### config.mk
export PLATFORM = sky130hd
export DESIGN_NAME = slow_clock_monitor
export DESIGN_NICKNAME = d
export VERILOG_FILES = /design/src/rtl/slow_clock_monitor.sv
export SDC_FILE = /design/constraint.sdc
export NUM_CORES = 1
export LEC_CHECK = 0
export BUFFER_PORTS_ARGS = -buffer_cell sky130_fd_sc_hd__buf_4
export CORE_MARGIN = 2
export CORE_UTILIZATION = 56
export CTS_CLUSTER_SIZE = 8
export DETAILED_ROUTE_END_ITERATION = 7
export PLACE_DENSITY_LB_ADDON = 0.15
export SYNTH_ARGS = -nofsm -noshare
export SYNTH_HDL_FRONTEND = slang
export SYNTH_SLANG_ARGS = --single-unit
### constraint.sdc
create_clock -name clk_20MHz -period 4.55 [get_ports clk_20MHz]
set_input_delay 0.2275 -clock clk_20MHz [delete_from_list [all_inputs] [get_ports clk_20MHz]]
set_output_delay 0.2275 -clock clk_20MHz [all_outputs]
set_load 0.05 [all_outputs]
### src/rtl/slow_clock_monitor.sv
// Brings the divided slow clock into the clk_20MHz domain as edge ticks, measures each
// half-period in fast cycles, and tracks lock/stall against the nominal half-period.
`timescale 1ns/1ps
module slow_clock_monitor #(
    parameter int SYNC_STAGES  = 2,
    parameter int CNT_W        = 16,
    parameter int NOMINAL_HALF = 1001,
    parameter int TOL          = 4,
    parameter int LOCK_COUNT   = 4,
    parameter int TIMEOUT      = 4095
) (
    input  logic             clk_20MHz,
    input  logic             rst,
    input  logic             slow_in,
    output logic             rise_tick,
    output logic             fall_tick,
    output logic [CNT_W-1:0] half_period,
    output logic             half_valid,
    output logic             locked,
    output logic             lost,
    output logic             stall
);

    localparam int MW = $clog2(LOCK_COUNT + 1);
    localparam logic [CNT_W-1:0] CNT_MAX = '1;
    localparam logic [CNT_W-1:0] CNT_TO  = CNT_W'(TIMEOUT);
    localparam logic [CNT_W:0]   TOL_LO  = (NOMINAL_HALF > TOL) ? (CNT_W+1)'(NOMINAL_HALF - TOL) : '0;
    localparam logic [CNT_W:0]   TOL_HI  = (CNT_W+1)'(NOMINAL_HALF + TOL);
    localparam logic [MW-1:0]    MATCH_LOCK = MW'(LOCK_COUNT);

    typedef enum logic [1:0] {IDLE, ACQUIRE, LOCKED} state_t;

    state_t                 state_q, state_d;
    logic [MW-1:0]          match_q, match_d;
    logic [SYNC_STAGES-1:0] sync_q;
    logic                   prev_q;
    logic [CNT_W-1:0]       cnt_q;
    logic [CNT_W-1:0]       meas_c;
    logic                   sync_last, edge_c, in_tol, timeout_c;
    logic                   valid_d, lost_d, stall_d;

    assign sync_last = sync_q[SYNC_STAGES-1];
    assign edge_c    = sync_last ^ prev_q;
    assign meas_c    = (cnt_q == CNT_MAX) ? CNT_MAX : cnt_q + 1'b1;
    // Compare one bit wider so the window edges never wrap.
    assign in_tol    = ({1'b0, meas_c} >= TOL_LO) && ({1'b0, meas_c} <= TOL_HI);
    assign timeout_c = (cnt_q == CNT_TO) && !edge_c;

    always_ff @(posedge clk_20MHz or posedge rst) begin
        if (rst) begin
            state_q <= IDLE;
            match_q <= '0;
        end else begin
            state_q <= state_d;
            match_q <= match_d;
        end
    end

    always_comb begin
        state_d = state_q;
        match_d = match_q;
        valid_d = 1'b0;
        lost_d  = 1'b0;
        stall_d = stall;
        if (edge_c) begin
            stall_d = 1'b0;
            case (state_q)
                IDLE: begin
                    // First edge only starts the counter; its interval is not a period.
                    state_d = ACQUIRE;
                    match_d = '0;
                end
                ACQUIRE: begin
                    valid_d = 1'b1;
                    if (in_tol) begin
                        match_d = match_q + 1'b1;
                        if (match_d == MATCH_LOCK) state_d = LOCKED;
                    end else begin
                        match_d = '0;
                    end
                end
                LOCKED: begin
                    valid_d = 1'b1;
                    if (!in_tol) begin
                        state_d = ACQUIRE;
                        match_d = '0;
                        lost_d  = 1'b1;
                    end
                end
                default: state_d = IDLE;
            endcase
        end else if (timeout_c) begin
            state_d = IDLE;
            match_d = '0;
            stall_d = 1'b1;
            lost_d  = (state_q == LOCKED);
        end
    end

    always_ff @(posedge clk_20MHz or posedge rst) begin
        if (rst) begin
            sync_q      <= '0;
            prev_q      <= 1'b0;
            cnt_q       <= '0;
            rise_tick   <= 1'b0;
            fall_tick   <= 1'b0;
            half_period <= '0;
            half_valid  <= 1'b0;
            locked      <= 1'b0;
            lost        <= 1'b0;
            stall       <= 1'b0;
        end else begin
            sync_q     <= {sync_q[SYNC_STAGES-2:0], slow_in};
            prev_q     <= sync_last;
            cnt_q      <= edge_c ? '0 : meas_c;
            rise_tick  <= edge_c & sync_last;
            fall_tick  <= edge_c & ~sync_last;
            half_valid <= valid_d;
            if (valid_d) half_period <= meas_c;
            locked     <= (state_d == LOCKED);
            lost       <= lost_d;
            stall      <= stall_d;
        end
    end

endmodule
* Yosys cells after proc, flatten, opt, wreduce, memory -nomap -nowiden
Cells that the tools add are included.
** Cells by class
- Reduce and logical (&&, ||, !) cells :: 7
- Add/subtract/negate cells :: 2
- Muxes and demuxes :: 21
- Bitwise logic cells :: 4
- Equal/unequal tests :: 8
- Order comparisons :: 2
** Operator list (number)
- $mux 16 :: 2
- $add 16x1->16 const B :: 1
- $eq 16x12->1 const B :: 1
- $eq 16x16->1 const B :: 1
- $ge 16x10->1 const B :: 1
- $le 16x10->1 const B :: 1
- $mux 3 :: 4
- $mux 2 :: 5
- $pmux 3 s3 :: 1
- $mux 1 :: 8
- $pmux 2 s3 :: 1
- $eq 2x2->1 const B :: 2
- $ne 4x1->1 const B :: 1
- $add 3x1->3 const B :: 1
- $eq 3x3->1 const B :: 1
- $ne 3x3->1 const B :: 1
- $reduce_and 3->1 :: 1
- $and 1x1->1 :: 2
- $eq 2x1->1 const B :: 1
- $logic_and 1x1->1 :: 2
- $logic_not 2->1 :: 1
- $reduce_bool 2->1 :: 1
- $reduce_or 2->1 :: 1
- $logic_not 1->1 :: 1
- other kinds (2) :: 2
** Storage, ports and cells
- Output and inout bits :: 22
- Word-level logic and storage cells :: 56
- Bits of input ports :: 3
- Bits in registers :: 46

* Depth between registers and ports, before layout
Gate-level depths: netlist of run 1.
- Word-level depth :: 8
- Mapped depth :: 9
- Depth with buffers taken out :: 8

* Worst setup path before layout of run 1
OpenSTA, ideal clock, no wires.
- Kind :: register to register
- Start point :: register cnt_q[0]
- End point :: register locked
- Library setup time :: 0.094 ns
- Arrival :: 2.162 ns
- Slack :: 2.295 ns
- Cell stages (with the launch flop) :: 9
- Data required time :: 4.456 ns
- Period minus slack after synthesis :: 2.255 ns
- Buffers on the path :: 1
- Cells stage by stage :: dfrtp_1 > ha_1 > buf_4 > nand4_4 > nor3_1 > mux2_2 > nor4b_2 > nand4_2 > a221oi_2
** Between the ends
- Word-level cells in the longest chain between the ends :: 8
- Elaborated cells between the ends (all ways) :: 14
- Classes of those cells :: add/sub: 1; order compare: 2; eq/ne: 3; mux: 6; reduce/logical: 2
** Ends and longest elaborated chain
- start, declared :: RTL line 37 : logic [CNT_W-1:0] cnt_q;
- start signal, assigned :: RTL line 115 : cnt_q <= edge_c ? '0 : meas_c;
- $add 16x1->16 / $eq 16x16->1 (equally long branches) :: RTL line 44 : assign meas_c = (cnt_q == CNT_MAX) ? CNT_MAX : cnt_q + 1'b1;
- $mux 16 :: RTL line 44
- $ge 16x10->1 / $le 16x10->1 (equally long branches) :: RTL line 46 : assign in_tol = ({1'b0, meas_c} >= TOL_LO) && ({1'b0, meas_c} <= TOL_HI);
- $logic_and 1x1->1 :: RTL line 46
- $mux 2 (on tied branches) :: RTL line 84, 75
- $pmux 2 s3 :: RTL line 67 : case (state_q)
- $mux 2 * :: RTL line 65 : if (edge_c) begin
- $eq 2x2->1 * :: RTL line 120 : locked <= (state_d == LOCKED);
- end signal, assigned :: RTL line 120
- end, declared :: RTL line 19 : output logic locked,
Every way passes the cells marked *; elsewhere a longest branch is shown, timed or not.
A chain may end at the register's enable or synchronous reset.

* Worst setup path in the final report of run 1
Ends and elaborated chain as after synthesis.

==> flow_summary.yaml, run 1 <==
cts:
  worstSkewPairLatency_ps: 310
  cts_root_buffer: "clkbuf_8"
  cts_tree: "built"
  cts_resized: 0
  cts_inserted_buffers: 5
  cts.sink_count: 46
  clk_pin_slew_ps: 100
  cts_hold_buf: 0
  post_cts_buffers: 0
  cts.path.max_buffers: 2
  h-tree-depth: 2
timing:
  clock_skew_ps: 10.5
  worstMarginPinSlew_ps: 933
  finalCritPeriodShare_pct: 59.7
  fin_ws_ps: 1840
  slew_headroom_pct: 37.7
  rsz0062_at_grt: "false"
  finalCriticalPeriod_ps: 2710
  max_freq_mhz: 368
  hold_viol: 0
  final-setup-viol-count: 0
  tns_ps: 0
  maxSlewViolCount: 0
logic_synthesis:
  synthCells: 251
  synthAdderAreaFrac_pct: 4.61
  yosys.area_share.simple_pct: 25.0
  synth_top_family_by_area: "simple AND/OR/NAND/NOR gates"
  synth_top_area_share_pct: 47.1
  synth_compound_area_share_pct: 12.3
  synth_edf_count: 0
  synth_ff_type: "dfrtp_1"
  yosys_warnings: 0
  syn_avg_cell_area_um2: 9.74
  ys_top_cells_by_area: "dfrtp_1, nand2_1, nor2_1"
  synthTopCellsByCount: "dfrtp_1, nand2_1, nor2_1"
  syn_area_um2: 2440
  ys_seq_area_share_pct: 47.1
  synth_fp_nets: 263
  yosysUniqueCellTypes: 52
  ys_ff_latch: 46
  synthXorXnorAreaFrac_pct: 3.22
  ys_async_sr_fraction_pct: 100
  synthMuxAreaShare_pct: 3.53
  synth.most_common_cell: "dfrtp_1"
  synth_top_cell_by_area: "dfrtp_1"
placement:
  port_buffers: 24
  placed_cell_area_um2: 2620
  place_congestion: 0.875
  dp_hpwl_um: 3450
  place_ws_ps: 1870
final_layout:
  multi_input_area_um2: 1190
  fin_area_um2: 2710
  syn_to_final_growth_pct: 11.0
  utilization_pct: 63.6
  final-seq-area_um2: 1150
  n_fill_cell: 364
  final_nets: 282
  final_layout_size_suffix_gt1_share_pct: 18.5
  diodes: 0
global_routing:
  antenna_found_initial: 0
  grt.overflow.total: 0
  grt_pass1_wl_um: 8110
  grt_usage_pct: 20.8
  grt_start_max_net_pins: 47
  grt_pass1_vias: 1651
setup_path:
  crit_required_ps: 4770
  worst_setup_path_start_kind: "flip-flop"
  crit_path_end_kind: "flip-flop"
  crit_type: "flip-flop to flip-flop"
  arrival_ps: 2930
  crit_fanout: 9
floorplan:
  start_util_pct: 57.3
  io_pins: 25
  dieArea_um2: 4910
  core_area_um2: 4260
  die_w_um: 70.1
  rows: 24
  die_y_um: 70.1
power_and_ir_drop:
  power.density_nw_per_um2: 370
  power.leakage_uw: 0.00131
  power_uw: 1000
  ir_drop_mv: 0.247
worst_hold_path:
  hp-class: "input port to flip-flop"
run_status:
  status: "finished clean"
route:
  ant_nets: 0
  wl_per_cell_um: 15.2
  drc: 0
  drt_iter0_drc: 97
  route.vias.total: 1820
  vias_per_cell: 5.63
  wirelength_um: 4910
  first_pass_iters: 4
run:
  drv_cap: 0
-- layout by cell type (no fill, tap or decap), drive strengths merged, types with 5 or more instances in the layout --
cell and n:
o21ai 16, buf 24, nor2 31, nand2 39, dfrtp 46, inv 9, clkbuf 5, nand3 6
a21oi 7, ha 9, xnor2 5, nand4 11
-- cell type report --
cell class	instances	area share [%]
Sequential cell	46	42.4
Clock inverter	3	0.922
Clock buffer	5	2.54
Tap cell	52	2.40
Multi-Input combinational cell	184	43.8
Inverter	9	1.24
Timing Repair Buffer	24	6.64
-- worst max-delay path, cell delays in order, from the launching register on --
cell	delay, ps
dfrtp_1	490
ha_1	420
nand4_4	190
nor4_1	420
mux2_2	420
and2b_4	290
nand4_4	120
a221oi_2	260
-- power breakdown --
| group | switching [uW] | internal, uW |
|---|---|---|
| Sequential | 26.1 | 443 |
| Clock | 152 | 111 |
| Combinational | 194 | 78.0 |
-- per-stage QoR --
stage	hold WS [ps]	cells
6_report	25.7	323
5_1_grt	13.2	323
4_1_cts	17.7	323
3_5_place_dp	339	315
3_3_place_gp	337	315
2_1_floorplan	259	251
-- routing by layer --
layer,vias up,wire (um),global-route usage (%)
met2,42,2130,30.2
met4,0,91,7.05
li1,903,-,-
met5,-,0,0
met1,865,2470,31.0
met3,10,221,4.76
-- path summary, 6_finish.rpt --
| check | startpoint | end | slack [ps] | cells after the start |
|---|---|---|---|---|
| setup / recovery | cnt_q[0] | locked | 1840 | 7 |
| hold reg to reg | sync_q[0] | sync_q[1] | 360 | 0 |
| max in group asynchronous | rst | cnt_q[10] | 3850 | 2 |
| setup reg to reg | cnt_q[0] | locked | 1840 | 7 |
| min in group asynchronous | rst | half_period[10] | 130 | 2 |
| hold / removal | slow_in | sync_q[0] | 30 | 1 |
-- cells by family (layout without fill, tap and decap cells) --
logic type | count (synthesis) | in the layout
AND/OR/NAND/NOR | 115 | 115
flip-flops | 46 | 46
AO/OA/AOI/OAI | 44 | 44
buffers and inverters | 21 | 41
adder cells (fa/ha/maj) | 9 | 9
XOR/XNOR | 9 | 9
multiplexers | 7 | 7
-- sequential cells by signal, indices dropped and copies added (netlist names), 2 cells and up --
name and flops:
cnt_q 16, half_period 16, match_q 3, state_q 2, sync_q 2
Power figures use the tool's default switching activity.
==> inputs of run 2 (changes only) <==
==> constraint.sdc (replaced) <==
create_clock -name clk_20MHz -period 2.6 [get_ports clk_20MHz]
set_input_delay 0.13 -clock clk_20MHz [delete_from_list [all_inputs] [get_ports clk_20MHz]]
set_output_delay 0.13 -clock clk_20MHz [all_outputs]
set_load 0.05 [all_outputs]
==> flow_summary.yaml, run 2 (synthesis results as in run 1) <==
cts:
  cts_inserted_buffers: 5
  post_cts_buffers: 0
  cts.sink_count: 46
  cts_tree: "built"
  cts_root_buffer: "clkbuf_8"
  worstSkewPairLatency_ps: 310
  h-tree-depth: 2
  clk_pin_slew_ps: 100
  cts.path.max_buffers: 2
timing:
  rsz0062_at_grt: "false"
  hold_viol: 0
  final-setup-viol-count: 0
  worstMarginPinSlew_ps: 934
  slew_headroom_pct: 37.7
  clock_skew_ps: 11.8
  max_freq_mhz: 414
  holdWs_ps: 31.5
  tns_ps: 0
  finalCriticalPeriod_ps: 2410
  maxSlewViolCount: 0
  finalCritPeriodShare_pct: 92.8
power_and_ir_drop:
  power.density_nw_per_um2: 669
  swShare_pct: 35.1
  netSwitchingPower_uw: 657
  p_int_uw: 1220
  ir_drop_mv: 0.400
  comb_power_share_pct: 26.2
  p_clk_share_pct: 30.1
  power.leakage_uw: 0.00136
  seqPwrFrac_pct: 43.7
final_layout:
  final_common_cell: "dfrtp_1"
  syn_to_final_growth_pct: 14.5
  final_cell_mix: "dfrtp_1, nand2_1, nor2_1, buf_4, o21ai_0"
  reg.largest.list: "cnt_q (16), half_period (16), match_q (3)"
  final_layout_size_suffix_gt1_share_pct: 20.1
  n_fill_cell: 385
  final_nets: 289
  diodes: 0
  final-seq-area_um2: 1150
  multi_input_area_um2: 1200
global_routing:
  grt_pass1_wl_um: 8860
  grt.overflow.total: 0
  antenna_found_initial: 0
  grt_pass1_vias: 1803
  grt_start_max_net_pins: 47
  grt_usage_pct: 23.1
route:
  wl_per_cell_um: 15.7
  vias_per_cell: 5.68
  first_pass_iters: 4
  ant_nets: 0
  drc: 0
  route.vias.total: 1873
  drt_iter0_drc: 95
  wirelength_um: 5170
placement:
  port_buffers: 24
  place_congestion: 0.861
  dp_hpwl_um: 3580
setup_path:
  crit_path_end_kind: "flip-flop"
  crit_required_ps: 2820
  arrival_ps: 2640
  crit_fanout: 8
  crit_type: "flip-flop to flip-flop"
  worst_setup_path_start_kind: "flip-flop"
  crit_start: "cnt_q[0]"
  rr_startpoint: "cnt_q[0]"
floorplan:
  die_w_um: 70.1
  start_util_pct: 57.3
  core_area_um2: 4260
  rows: 24
  dieArea_um2: 4910
  io_pins: 25
  die_y_um: 70.1
run_status:
  status: "finished clean"
run:
  drv_cap: 0
worst_hold_path:
  hp-class: "input port to asynchronous set/reset pin"
==> run 2: final timing paths <==
check                             endpoint  slack (ps)  cells past startpoint
min in group clk_20MHz           sync_q[1]         360                      0
setup / recovery                    locked         190                      7
setup reg to reg                    locked         190                      7
hold reg to reg                  sync_q[1]         360                      0
hold / removal                  state_q[0]          30                      2
max in group asynchronous  half_period[13]        1980                      2
==> run 2: worst max-delay path: stages (launching register included) <==
cell and delay [ps]:
dfrtp_1 470, ha_1 260, nand4_4 150, nor3_1 270, mux2_2 420, nor4b_4 350
nand4_2 160, a221oi_2 240
==> run 2: per-stage QoR <==
stage | utilization (%) | instance area (um^2) | total power [uW] | worst slack [ps] | instances
5_1_grt | 65.7 | 2800 | 1960 | 44.4 | 330
2_1_floorplan | - | 2440 | 1190 | 345 | 251
3_3_place_gp | 62.5 | 2670 | 1320 | 284 | 321
4_1_cts | 65.5 | 2790 | 1880 | 169 | 330
6_report | 65.7 | 2800 | 1870 | 186 | 330
3_5_place_dp | 62.5 | 2670 | 1320 | 196 | 321
==> run 2: final cells by class <==
type	instances	share of cell area [%]
well taps	52	2.32
multi-input cells	184	42.8
clock inverters	3	1.70
repair buffers	31	8.40
flip-flops and latches	46	41.1
inverters	9	1.21
clock buffers	5	2.46
==> run 2: metal layers <==
layer,vias up,share of wire (%),routed length [um],global-route usage [%]
met5,-,0,0,0
met4,0,1.2,63,8.33
met3,7,5.0,258,4.04
met2,46,44,2260,34.0
met1,903,50,2590,34.4
li1,917,-,-,-
==> run 2: repair_timing <==
action,in CTS,in global routing
endpoints found under the setup margin,0,1
hold buffers,1,0
endpoints found under the hold margin,1,0
resized for setup,0,1
==> run 2: power groups by stage <==
stage / registers, uW / logic, uW / clock network, uW
after CTS: 818 / 494 / 568
after global placement: 830 / 488 / 0
after floorplan: 973 / 216 / 0
after global routing: 829 / 534 / 599
after detailed placement: 833 / 491 / 0
final: 818 / 491 / 564
==> inputs of run 3 (changes only) <==
==> constraint.sdc (replaced) <==
create_clock -name clk_20MHz -period 2.28 [get_ports clk_20MHz]
set_input_delay 0.114 -clock clk_20MHz [delete_from_list [all_inputs] [get_ports clk_20MHz]]
set_output_delay 0.114 -clock clk_20MHz [all_outputs]
set_load 0.05 [all_outputs]
==> flow_summary.yaml, run 3 (synthesis results as in run 1) <==
setup_path:
  slowest_stage: "or4_1"
  crit_family: "simple AND/OR/NAND/NOR gates"
  rr_startpoint: "cnt_q[13]"
  arrival_ps: 2370
  r2r_end: "locked"
  cp.depth: 6
  worst_setup_path_start_kind: "flip-flop"
  crit_type: "flip-flop to flip-flop"
  crit_chain: "or4_1 -> nor4_2 -> nand2b_1 -> a21oi_1 -> a21o_1 -> a221oi_2"
  slowest_delay_ps: 550
  critPathBufInv: 0
  rrSetupSlack_ps: 120
  reg2regPathDepth: 6
  crit_path_end_kind: "flip-flop"
  crit_required_ps: 2490
  crit_fanout: 7
power_and_ir_drop:
  netSwitchingPower_uw: 718
  power.leakage_uw: 0.00140
  swShare_pct: 35.3
  seqPwrFrac_pct: 45.4
  comb_power_share_pct: 29.3
  ir_drop_mv: 0.485
  p_int_uw: 1320
  p_clk_share_pct: 25.4
  power.density_nw_per_um2: 702
route:
  drc: 0
  wirelength_um: 5020
  route.vias.total: 1871
  first_pass_iters: 4
  wl_per_cell_um: 14.7
  drt_iter0_drc: 116
  ant_nets: 0
  vias_per_cell: 5.49
placement:
  port_buffers: 24
  dp_hpwl_um: 3510
  dp.cells: 331
  place_congestion: 0.872
final_layout:
  final_cell_mix: "dfrtp_1, buf_4, nand2_1, nor2_1, o21ai_0"
  diodes: 0
  final_layout_size_suffix_gt1_share_pct: 24.2
  reg.largest.list: "cnt_q (16), half_period (16), match_q (3)"
  final_nets: 300
  stdcell_count: 341
  final_common_cell: "dfrtp_1"
  syn_to_final_growth_pct: 18.5
global_routing:
  antenna_found_initial: 0
  grt_pass1_vias: 1706
  grt_pass1_wl_um: 8300
  grtUsageMet3_pct: 4.47
  grt_start_max_net_pins: 34
  met2_usage_pct: 32.3
  busiest_layer: "met2"
  grt.overflow.total: 0
  grt_usage_pct: 21.5
  grt.met1_usage_pct: 31.5
worst_hold_path:
  hp-class: "input port to asynchronous set/reset pin"
timing:
  tns_ps: 0
  slew_headroom_pct: 63.4
  hold_viol: 0
  finalCritPeriodShare_pct: 94.9
  holdWs_ps: 305
  max_freq_mhz: 462
  final-setup-viol-count: 0
  finalCriticalPeriod_ps: 2160
  clock_skew_ps: 5.52
  maxSlewViolCount: 0
  worstMarginPinSlew_ps: 542
floorplan:
  die_w_um: 70.1
  dieArea_um2: 4910
  io_pins: 25
  rows: 24
  die_y_um: 70.1
  core_area_um2: 4260
  start_util_pct: 57.3
cts:
  h-tree-depth: 2
  cts_inserted_buffers: 5
  cts_root_buffer: "clkbuf_8"
  post_cts_buffers: 0
  cts.path.max_buffers: 2
  cts.sink_count: 46
  worstSkewPairLatency_ps: 300
  clk_pin_slew_ps: 90
  cts_tree: "built"
run:
  drv_cap: 0
run_status:
  status: "finished clean"
-- run 3: changes by cell type in the layout (fill, tap and decap cells not counted), sizes merged --
| cell | previous run | this run |
|---|---|---|
| buf | 30 | 40 |
| bufinv | 1 | 0 |
| clkbuf | 5 | 6 |
| clkinv | 1 | 2 |
| clkinvlp | 0 | 1 |
| dlygate4sd3 | 1 | 2 |
| inv | 10 | 8 |
-- run 3: cell type report --
type	count	area (um^2)
tap	52	65.1
clock buffer	6	82.6
sequential	46	1150
timing repair buffer	42	320
fill	334	1370
clock inverter	2	12.5
inverter	9	33.8
multi-input combinational	184	1230
-- run 3: routing by layer --
layer,part of all wire [%],vias to the layer above
li1,-,939
met1,49,869
met2,44,56
met3,5.3,7
met4,1.7,0
met5,0,-
-- run 3: stage by stage --
stage               total power (uW)  utilization [%]  setup WS [ps]  cell area [um^2]
global placement                1530             64.3           96.1              2740
CTS                             2050             67.2           47.9              2860
floorplan                       1360                -           24.7              2440
detailed placement              1530             64.3           32.8              2740
global route                    2140             67.9          -7.44              2900
finish                          2030             67.9            117              2900
-- run 3: worst max path at each step --
stage                     startpoint     end  slack (ps)
after global placement      cnt_q[0]  locked         100
after floorplan             cnt_q[0]  locked          20
after global routing        cnt_q[0]  locked          -7
final                      cnt_q[13]  locked         120
after CTS                   cnt_q[0]  locked          50
after detailed placement    cnt_q[0]  locked          30
-- run 3: timing repair --
action | 4_1_cts | 5_1_grt
endpoints found under the hold margin | 14 | 0
hold buffers | 2 | 0
gates resized for setup | 1 | 6
setup endpoints to repair | 1 | 4
pin swaps | 0 | 3
-- run 3: power by group through the flow --
stage	clock network, uW	logic (uW)	registers, uW
after floorplan	0	246	1110
after global placement	0	587	938
after detailed placement	0	587	941
after CTS	530	593	924
after global routing	561	648	935
final	516	596	922
-- run 3: tightest hold or removal path, cell delays in order --
cell	delay (ps)
dlygate4sd3_1	530
buf_4	130
inv_2	210
